<file path="src/rtl/prog_load_ctrl_if.sv">
// Purpose: bundles the host byte link, instruction-memory write port, core
// debug/reset pins and run status of the program-load sequencer.
//   master modport : the sequencer (drives rxReady, insMem*, cpuReset, status)
//   slave modport  : the environment (host link + core)
interface prog_load_ctrl_if #(
  parameter int unsigned WIDTH = 32
);
  logic             start;
  logic [7:0]       rxData;
  logic             rxValid;
  logic             rxReady;
  logic             insMemEn;
  logic [WIDTH-1:0] insMemAddr;
  logic [WIDTH-1:0] insMemData;
  logic             cpuReset;
  logic [WIDTH-1:0] gp;
  logic [WIDTH-1:0] a7;
  logic [WIDTH-1:0] a0;
  logic             busy;
  logic             done;
  logic             pass;
  logic             timeout;
  logic             loadErr;
  logic [31:0]      cycleCount;

  modport master (
    input  start, rxData, rxValid, gp, a7, a0,
    output rxReady, insMemEn, insMemAddr, insMemData, cpuReset,
           busy, done, pass, timeout, loadErr, cycleCount
  );

  modport slave (
    output start, rxData, rxValid, gp, a7, a0,
    input  rxReady, insMemEn, insMemAddr, insMemData, cpuReset,
           busy, done, pass, timeout, loadErr, cycleCount
  );
endinterface

</file>
<file path="src/rtl/prog_load_ctrl.sv">
// Purpose: receives a program as a little-endian byte stream (16-bit word
// count header, then words), writes it into the core's instruction memory,
// releases the core and watches for the a7 exit convention or a cycle budget.
// Ports:
//   clock, reset : single clock, asynchronous active-high reset
//   bus          : prog_load_ctrl_if.master (host link, imem write, core
//                  reset/debug registers, busy/done/pass/timeout/loadErr,
//                  cycleCount)
module prog_load_ctrl #(
  parameter int unsigned WIDTH      = 32,
  parameter int unsigned IMEM_DEPTH = 512,
  parameter int unsigned MAX_CYCLES = 100000,
  parameter int unsigned EXIT_CODE  = 93
) (
  input  logic               clock,
  input  logic               reset,
  prog_load_ctrl_if.master   bus
);

  localparam int unsigned IDX_W = 16;
  localparam int unsigned CNT_W = 32;
  localparam int unsigned ASM_W = 24;

  typedef enum logic [2:0] {
    S_IDLE, S_HDR0, S_HDR1, S_LOAD, S_RUN, S_DONE
  } state_e;

  state_e             state_q, state_d;
  logic [IDX_W-1:0]   n_q, n_d;
  logic [IDX_W-1:0]   idx_q, idx_d;
  logic [1:0]         byte_cnt_q, byte_cnt_d;
  logic [ASM_W-1:0]   asm_q, asm_d;
  logic               rx_ready_q, rx_ready_d;
  logic               ins_mem_en_q, ins_mem_en_d;
  logic [WIDTH-1:0]   ins_mem_addr_q, ins_mem_addr_d;
  logic [WIDTH-1:0]   ins_mem_data_q, ins_mem_data_d;
  logic               cpu_reset_q, cpu_reset_d;
  logic               busy_q, busy_d;
  logic               done_q, done_d;
  logic               pass_q, pass_d;
  logic               timeout_q, timeout_d;
  logic               load_err_q, load_err_d;
  logic [CNT_W-1:0]   cycle_count_q, cycle_count_d;
  logic [WIDTH-1:0]   a7_prev_q, a7_prev_d;

  logic               rx_hs_c;
  logic [IDX_W-1:0]   hdr_n_c;
  logic               exit_hit_c;
  logic               last_byte_c;

  assign rx_hs_c    = bus.rxValid & rx_ready_q;
  assign hdr_n_c    = {bus.rxData, n_q[7:0]};
  // Exit is an edge on a7: a value already at EXIT_CODE never triggers.
  assign exit_hit_c = (bus.a7 == WIDTH'(EXIT_CODE)) && (a7_prev_q != WIDTH'(EXIT_CODE));
  // Final byte of the final word: stop accepting bytes right away.
  assign last_byte_c = (state_q == S_LOAD) && rx_hs_c && (byte_cnt_q == 2'd3) &&
                       (idx_q == n_q - IDX_W'(1));

  // State and output registers
  always_ff @(posedge clock or posedge reset) begin
    if (reset) begin
      state_q        <= S_IDLE;
      n_q            <= '0;
      idx_q          <= '0;
      byte_cnt_q     <= '0;
      asm_q          <= '0;
      rx_ready_q     <= 1'b0;
      ins_mem_en_q   <= 1'b0;
      ins_mem_addr_q <= '0;
      ins_mem_data_q <= '0;
      cpu_reset_q    <= 1'b1;
      busy_q         <= 1'b0;
      done_q         <= 1'b0;
      pass_q         <= 1'b0;
      timeout_q      <= 1'b0;
      load_err_q     <= 1'b0;
      cycle_count_q  <= '0;
      a7_prev_q      <= '0;
    end else begin
      state_q        <= state_d;
      n_q            <= n_d;
      idx_q          <= idx_d;
      byte_cnt_q     <= byte_cnt_d;
      asm_q          <= asm_d;
      rx_ready_q     <= rx_ready_d;
      ins_mem_en_q   <= ins_mem_en_d;
      ins_mem_addr_q <= ins_mem_addr_d;
      ins_mem_data_q <= ins_mem_data_d;
      cpu_reset_q    <= cpu_reset_d;
      busy_q         <= busy_d;
      done_q         <= done_d;
      pass_q         <= pass_d;
      timeout_q      <= timeout_d;
      load_err_q     <= load_err_d;
      cycle_count_q  <= cycle_count_d;
      a7_prev_q      <= a7_prev_d;
    end
  end

  // Next-state and registered-output logic
  always_comb begin
    state_d        = state_q;
    n_d            = n_q;
    idx_d          = idx_q;
    byte_cnt_d     = byte_cnt_q;
    asm_d          = asm_q;
    ins_mem_en_d   = 1'b0;
    ins_mem_addr_d = ins_mem_addr_q;
    ins_mem_data_d = ins_mem_data_q;
    done_d         = done_q;
    pass_d         = pass_q;
    timeout_d      = timeout_q;
    load_err_d     = load_err_q;
    cycle_count_d  = cycle_count_q;
    a7_prev_d      = bus.a7;

    unique case (state_q)
      S_IDLE, S_DONE: begin
        if (bus.start) begin
          state_d       = S_HDR0;
          n_d           = '0;
          idx_d         = '0;
          byte_cnt_d    = '0;
          done_d        = 1'b0;
          pass_d        = 1'b0;
          timeout_d     = 1'b0;
          load_err_d    = 1'b0;
          cycle_count_d = '0;
        end
      end
      S_HDR0: begin
        if (rx_hs_c) begin
          n_d     = {8'd0, bus.rxData};
          state_d = S_HDR1;
        end
      end
      S_HDR1: begin
        if (rx_hs_c) begin
          n_d = hdr_n_c;
          if ((hdr_n_c == '0) || (32'(hdr_n_c) > 32'(IMEM_DEPTH))) begin
            state_d    = S_DONE;
            load_err_d = 1'b1;
            done_d     = 1'b1;
          end else begin
            state_d = S_LOAD;
          end
        end
      end
      S_LOAD: begin
        if (rx_hs_c) begin
          if (byte_cnt_q == 2'd3) begin
            ins_mem_en_d   = 1'b1;
            ins_mem_data_d = WIDTH'({bus.rxData, asm_q});
            ins_mem_addr_d = WIDTH'(idx_q);
            idx_d          = idx_q + IDX_W'(1);
            byte_cnt_d     = '0;
          end else begin
            asm_d[byte_cnt_q*8 +: 8] = bus.rxData;
            byte_cnt_d               = byte_cnt_q + 2'd1;
          end
        end
        // Leave one cycle after the final word's strobe.
        if (ins_mem_en_q && (idx_q == n_q)) begin
          state_d = S_RUN;
        end
      end
      S_RUN: begin
        if (exit_hit_c) begin
          state_d = S_DONE;
          done_d  = 1'b1;
          pass_d  = (bus.gp == WIDTH'(1)) && (bus.a0 == '0);
        end else if (cycle_count_q == CNT_W'(MAX_CYCLES - 1)) begin
          state_d   = S_DONE;
          done_d    = 1'b1;
          timeout_d = 1'b1;
        end else begin
          cycle_count_d = cycle_count_q + CNT_W'(1);
        end
      end
      default: state_d = S_IDLE;
    endcase

    rx_ready_d  = ((state_d == S_HDR0) || (state_d == S_HDR1) || (state_d == S_LOAD)) &&
                  !last_byte_c;
    cpu_reset_d = (state_d != S_RUN);
    busy_d      = (state_d != S_IDLE) && (state_d != S_DONE);
  end

  assign bus.rxReady    = rx_ready_q;
  assign bus.insMemEn   = ins_mem_en_q;
  assign bus.insMemAddr = ins_mem_addr_q;
  assign bus.insMemData = ins_mem_data_q;
  assign bus.cpuReset   = cpu_reset_q;
  assign bus.busy       = busy_q;
  assign bus.done       = done_q;
  assign bus.pass       = pass_q;
  assign bus.timeout    = timeout_q;
  assign bus.loadErr    = load_err_q;
  assign bus.cycleCount = cycle_count_q;

endmodule
</file>
<file path="src/flat_wrapper.sv">
// flat-port wrapper written by rule: the top's interface ports become plain ports
module prog_load_ctrl_flat 
#(
  parameter int unsigned WIDTH      = 32,
  parameter int unsigned IMEM_DEPTH = 512,
  parameter int unsigned MAX_CYCLES = 100000,
  parameter int unsigned EXIT_CODE  = 93
)
  (clock, reset, bus_start, bus_rxData, bus_rxValid, bus_gp, bus_a7, bus_a0, bus_rxReady, bus_insMemEn, bus_insMemAddr, bus_insMemData, bus_cpuReset, bus_busy, bus_done, bus_pass, bus_timeout, bus_loadErr, bus_cycleCount);
  prog_load_ctrl_if #(.WIDTH(WIDTH)) bus_i ();
  input  logic clock;
  input  logic reset;
  input wire logic [$bits(bus_i.start)-1:0] bus_start;
  input wire logic [$bits(bus_i.rxData)-1:0] bus_rxData;
  input wire logic [$bits(bus_i.rxValid)-1:0] bus_rxValid;
  input wire logic [$bits(bus_i.gp)-1:0] bus_gp;
  input wire logic [$bits(bus_i.a7)-1:0] bus_a7;
  input wire logic [$bits(bus_i.a0)-1:0] bus_a0;
  output wire logic [$bits(bus_i.rxReady)-1:0] bus_rxReady;
  output wire logic [$bits(bus_i.insMemEn)-1:0] bus_insMemEn;
  output wire logic [$bits(bus_i.insMemAddr)-1:0] bus_insMemAddr;
  output wire logic [$bits(bus_i.insMemData)-1:0] bus_insMemData;
  output wire logic [$bits(bus_i.cpuReset)-1:0] bus_cpuReset;
  output wire logic [$bits(bus_i.busy)-1:0] bus_busy;
  output wire logic [$bits(bus_i.done)-1:0] bus_done;
  output wire logic [$bits(bus_i.pass)-1:0] bus_pass;
  output wire logic [$bits(bus_i.timeout)-1:0] bus_timeout;
  output wire logic [$bits(bus_i.loadErr)-1:0] bus_loadErr;
  output wire logic [$bits(bus_i.cycleCount)-1:0] bus_cycleCount;
  assign bus_i.start = bus_start;
  assign bus_i.rxData = bus_rxData;
  assign bus_i.rxValid = bus_rxValid;
  assign bus_i.gp = bus_gp;
  assign bus_i.a7 = bus_a7;
  assign bus_i.a0 = bus_a0;
  assign bus_rxReady = bus_i.rxReady;
  assign bus_insMemEn = bus_i.insMemEn;
  assign bus_insMemAddr = bus_i.insMemAddr;
  assign bus_insMemData = bus_i.insMemData;
  assign bus_cpuReset = bus_i.cpuReset;
  assign bus_busy = bus_i.busy;
  assign bus_done = bus_i.done;
  assign bus_pass = bus_i.pass;
  assign bus_timeout = bus_i.timeout;
  assign bus_loadErr = bus_i.loadErr;
  assign bus_cycleCount = bus_i.cycleCount;
  prog_load_ctrl #(.WIDTH(WIDTH), .IMEM_DEPTH(IMEM_DEPTH), .MAX_CYCLES(MAX_CYCLES), .EXIT_CODE(EXIT_CODE)) u_core (.clock(clock), .reset(reset), .bus(bus_i));
endmodule
</file>
<file path="config.mk">
export PLATFORM = sky130hd
export DESIGN_NAME = prog_load_ctrl_flat
export DESIGN_NICKNAME = d
export VERILOG_FILES = /design/src/rtl/prog_load_ctrl_if.sv /design/src/rtl/prog_load_ctrl.sv /design/src/flat_wrapper.sv
export SDC_FILE = /design/constraint.sdc
export NUM_CORES = 1
export LEC_CHECK = 0
export CAP_MARGIN = 20
export CORE_MARGIN = 2
export CORE_UTILIZATION = 51
export CTS_BUF_LIST = sky130_fd_sc_hd__clkbuf_4 sky130_fd_sc_hd__clkbuf_8
export CTS_CLUSTER_SIZE = 28
export DETAILED_ROUTE_END_ITERATION = 12
export HOLD_SLACK_MARGIN = 0.02
export PLACE_DENSITY_LB_ADDON = 0.25
export SETUP_SLACK_MARGIN = 0.3
export SLEW_MARGIN = 20
export SYNTH_ARGS = -nofsm -noshare
export SYNTH_HDL_FRONTEND = slang
export SYNTH_SLANG_ARGS = --single-unit
</file>
<file path="constraint.sdc">
create_clock -name clock -period 8.4 [get_ports clock]
set_clock_uncertainty 0.05 [all_clocks]
set_input_delay 1.68 -clock clock [delete_from_list [all_inputs] [get_ports clock]]
set_output_delay 1.68 -clock clock [all_outputs]
set_load 0.005 [all_outputs]
</file>
==> impl_metrics.toml <==
[logic_synthesis]
syn-cell-area_um2 = 8470
synth_edf_count = 0
yosys-top-cells-area = "dfrtp_1 53%, nand2_1 11%, xnor2_1 4.9%"
synthFlopType = "dfrtp_1"
synthCells = 907
yosys_warnings = 0
yosysUniqueCellTypes = 63
synth_seq_cells = 181
postSynth.asyncResetShare_pct = 100
netlist.top_cell.by_area = "dfrtp_1"
synth.yosys.seq_area_share_pct = 53.5
syn_area_per_cell_um2 = 9.34
synthDominantCellAreaShare_pct = 53.2

[detailed_routing]
wl_per_cell_um = 15.8
ant_nets = 0
drt_iter0_drc = 456
dr.pass1.iters = 6
vias = 7139
drc_errors = 0
post_drt_via_cell_ratio = 5.45
routed_wl_um = 20800

[power]
peakVddDrop_uv = 114
swShare_pct = 35.9
switchingPower_mw = 0.890
pwr-share-clk_pct = 23.6
power_frac_seq_pct = 43.4
power_leakage_nw = 4.75
power.density_nw_per_um2 = 228
combPwrFrac_pct = 33.0
p_int_mw = 1.59

[cells_and_area]
utilization_pct = 66.3
area_growth_pct = 28.3
register_area_um2 = 4530
multiInputGateArea_um2 = 3620
diodes = 0
final_cell_mix = "236 x nand2_1, 195 x clkdlybuf4s50_1, 180 x dfrtp_1, 53 x nor2_1, 47 x xnor2_1"
drive_gt1_share_pct = 5.05
fillCellCount = 1361
nets = 1194
postLayoutCellArea_um2 = 10900
layout_commonest_cell = "nand2_1"

[critical_path]
reg2reg_depth = 7
worstSetupStartpointType = "input port"
cp-end-kind = "register"
cp.arrival_ps = 4240
rrSetupSlack_ps = 5340
required_ps = 8680
rr_startpoint = "u_core.n_q[3]$_DFFE_PP0P_"
critPathKind = "input port to register"
reg2reg_to = "u_core.bus.rxReady$_DFF_PP0_"
crit_path_max_fanout = 54

[grt]
gr-total-overflow = 0
grt_antenna_before_repair = 0
grt_pass1_vias = 7025
grt_max_degree = 122
grt_use_total_pct = 24.7
grt_pass1_wl_um = 34800

[timing]
fin_tns_setup_ps = 0
finalHoldViolCount = 0
holdWs_ps = 431
slew_headroom_pct = 34.0
max_freq_mhz = 253
layout_min_cycle_time_ps = 3960
period_share_pct = 47.1
rsz0062_at_grt = "no"
setup_viol = 0
worstMarginPinSlew_ps = 988
slew_viol_final = 0

[run_status]
run_status = "complete, no violations"

[clocking]
root_buffer = "clkbuf_8"
h-tree-depth = 4
cts_tree = "done"
cts_buffer_depth = 2
cts_buffers = 17
cts_resized = 0
clk_pin_slew_worst_paths_ps = 90
cts_setup_buffers = 0
cts_hold_buf = 0
insertion_delay_ps = 460
clkSinkCount = 181

[floorplan]
dieArea_um2 = 17700
chipHeight_um = 133
coreArea_um2 = 16400
fp-row-count = 47
fp.dieW_um = 133
ioPinCount = 212
initial_core_util_pct = 51.6

[min_path]
hp-class = "register to register"
worstHoldStart = "u_core.bus.insMemAddr[4]$_DFFE_PP0P_"
min_path_cells = 2
holdPathEnd = "u_core.bus.insMemAddr[4]$_DFFE_PP0P_"

[placed_design]
place.gp.congestion = 0.920
numPortBuffers = 195
post-dp-hpwl_um = 14700
place_area_um2 = 10500

[job]
maxCapViolCount = 0
-- cell type report --
type                    instances  area share (%)
inverters                      19           0.725
flip-flops and latches        181            41.7
clock inverters                14            1.38
well taps                     220            2.53
repair buffers                199            18.2
clock buffers                  17            2.15
multi-input cells             660            33.3
-- cells by family (layout without fill, tap and decap cells) --
group | Yosys count | after routing | synth area share, %
AOI/OAI and AO/OA | 88 | 88 | 6.51
xor gates and xnor gates | 64 | 64 | 6.62
adders and majority gates | 8 | 8 | 1.18
DFF | 181 | 181 | 53.5
buffers and inverters | 81 | 249 | 4.52
other | 1 | 16 | 0.0443
muxes | 5 | 5 | 0.620
and+or+nand+nor | 479 | 479 | 27.0
-- critical path, cell delays in order --
cell	delay, ps
clkdlybuf4s50_1	550
and3b_1	190
nand2_2	130
inv_2	680
nand4_1	170
or4_4	560
nor4_2	160
a211oi_1	120
-- metrics by stage --
step           cells  worst slack [ps]  power, mW
6_report        1310              4440       2.48
5_1_grt         1310              4240       2.63
4_1_cts         1310              4450       2.48
3_5_place_dp    1279              3980       1.90
3_3_place_gp    1279              4010       1.89
2_1_floorplan    922              1760       1.66
-- cells in the mapped netlist (all sizes together) (2+ instances only) --
master and number:
nand2b 2, nor4b 4, and2 4, buf 23
a22oi 2, clkbuf 39, or2 5, nor3 21
a21oi 15, or3 14, xnor2 47, dfrtp 180
nand3b 2, o31ai 3, o21ai 36, xor2 17
mux2i 3, nor2 53, nand2 237, and3 6
mux2 2, a22o 10, o211ai 4, a211oi 4
a21o 2, nor3b 5, nand3 41, or4b 2
or4 7, nor4 46, and3b 2, and4 6
inv 19, nand4 16, a31oi 3, ha 8
-- metal layers --
metal	global-route usage, %	part of all wire [%]	up-vias
met1	32.3	43	3426
met5	0	0	-
met3	6.09	6.4	46
met4	8.84	2.4	0
li1	-	-	3409
met2	40.2	49	258
-- worst max-delay path by stage --
stage / startpoint / endpoint / slack (ps) / cells past startpoint
after detailed placement: bus_rxValid / u_core.bus.rxReady$_DFF_PP0_ / 3980 / 8
after floorplan: reset / u_core.a7_prev_q[0]$_DFF_PP0_ / 1760 / 1
after CTS: bus_rxValid / u_core.bus.rxReady$_DFF_PP0_ / 4450 / 8
after global routing: bus_rxValid / u_core.bus.rxReady$_DFF_PP0_ / 4240 / 8
after global placement: bus_rxValid / u_core.bus.rxReady$_DFF_PP0_ / 4010 / 8
final: bus_rxValid / u_core.bus.rxReady$_DFF_PP0_ / 4440 / 8
-- power by group through the flow --
stage / sequential [mW] / clock [mW] / combinational (mW)
6_report: 1.08 / 0.585 / 0.819
5_1_grt: 1.09 / 0.628 / 0.911
4_1_cts: 1.07 / 0.593 / 0.816
3_5_place_dp: 1.09 / 0 / 0.810
3_3_place_gp: 1.09 / 0 / 0.801
2_1_floorplan: 1.03 / 0 / 0.628
-- state kept, by name, indices dropped and copies added, names as in the netlist --
register               count
u_core.a7_prev_q          32
u_core.bus.cycleCount     32
u_core.bus.insMemData     32
u_core.asm_q              24
u_core.bus.insMemAddr     16
u_core.idx_q              16
u_core.n_q                16
u_core.state_q             3
u_core.byte_cnt_q          2
u_core.bus.busy            1
u_core.bus.cpuReset        1
u_core.bus.done            1
u_core.bus.insMemEn        1
u_core.bus.loadErr         1
u_core.bus.pass            1
u_core.bus.rxReady         1
u_core.bus.timeout         1
Note: power is estimated with default switching activity, not from simulation.
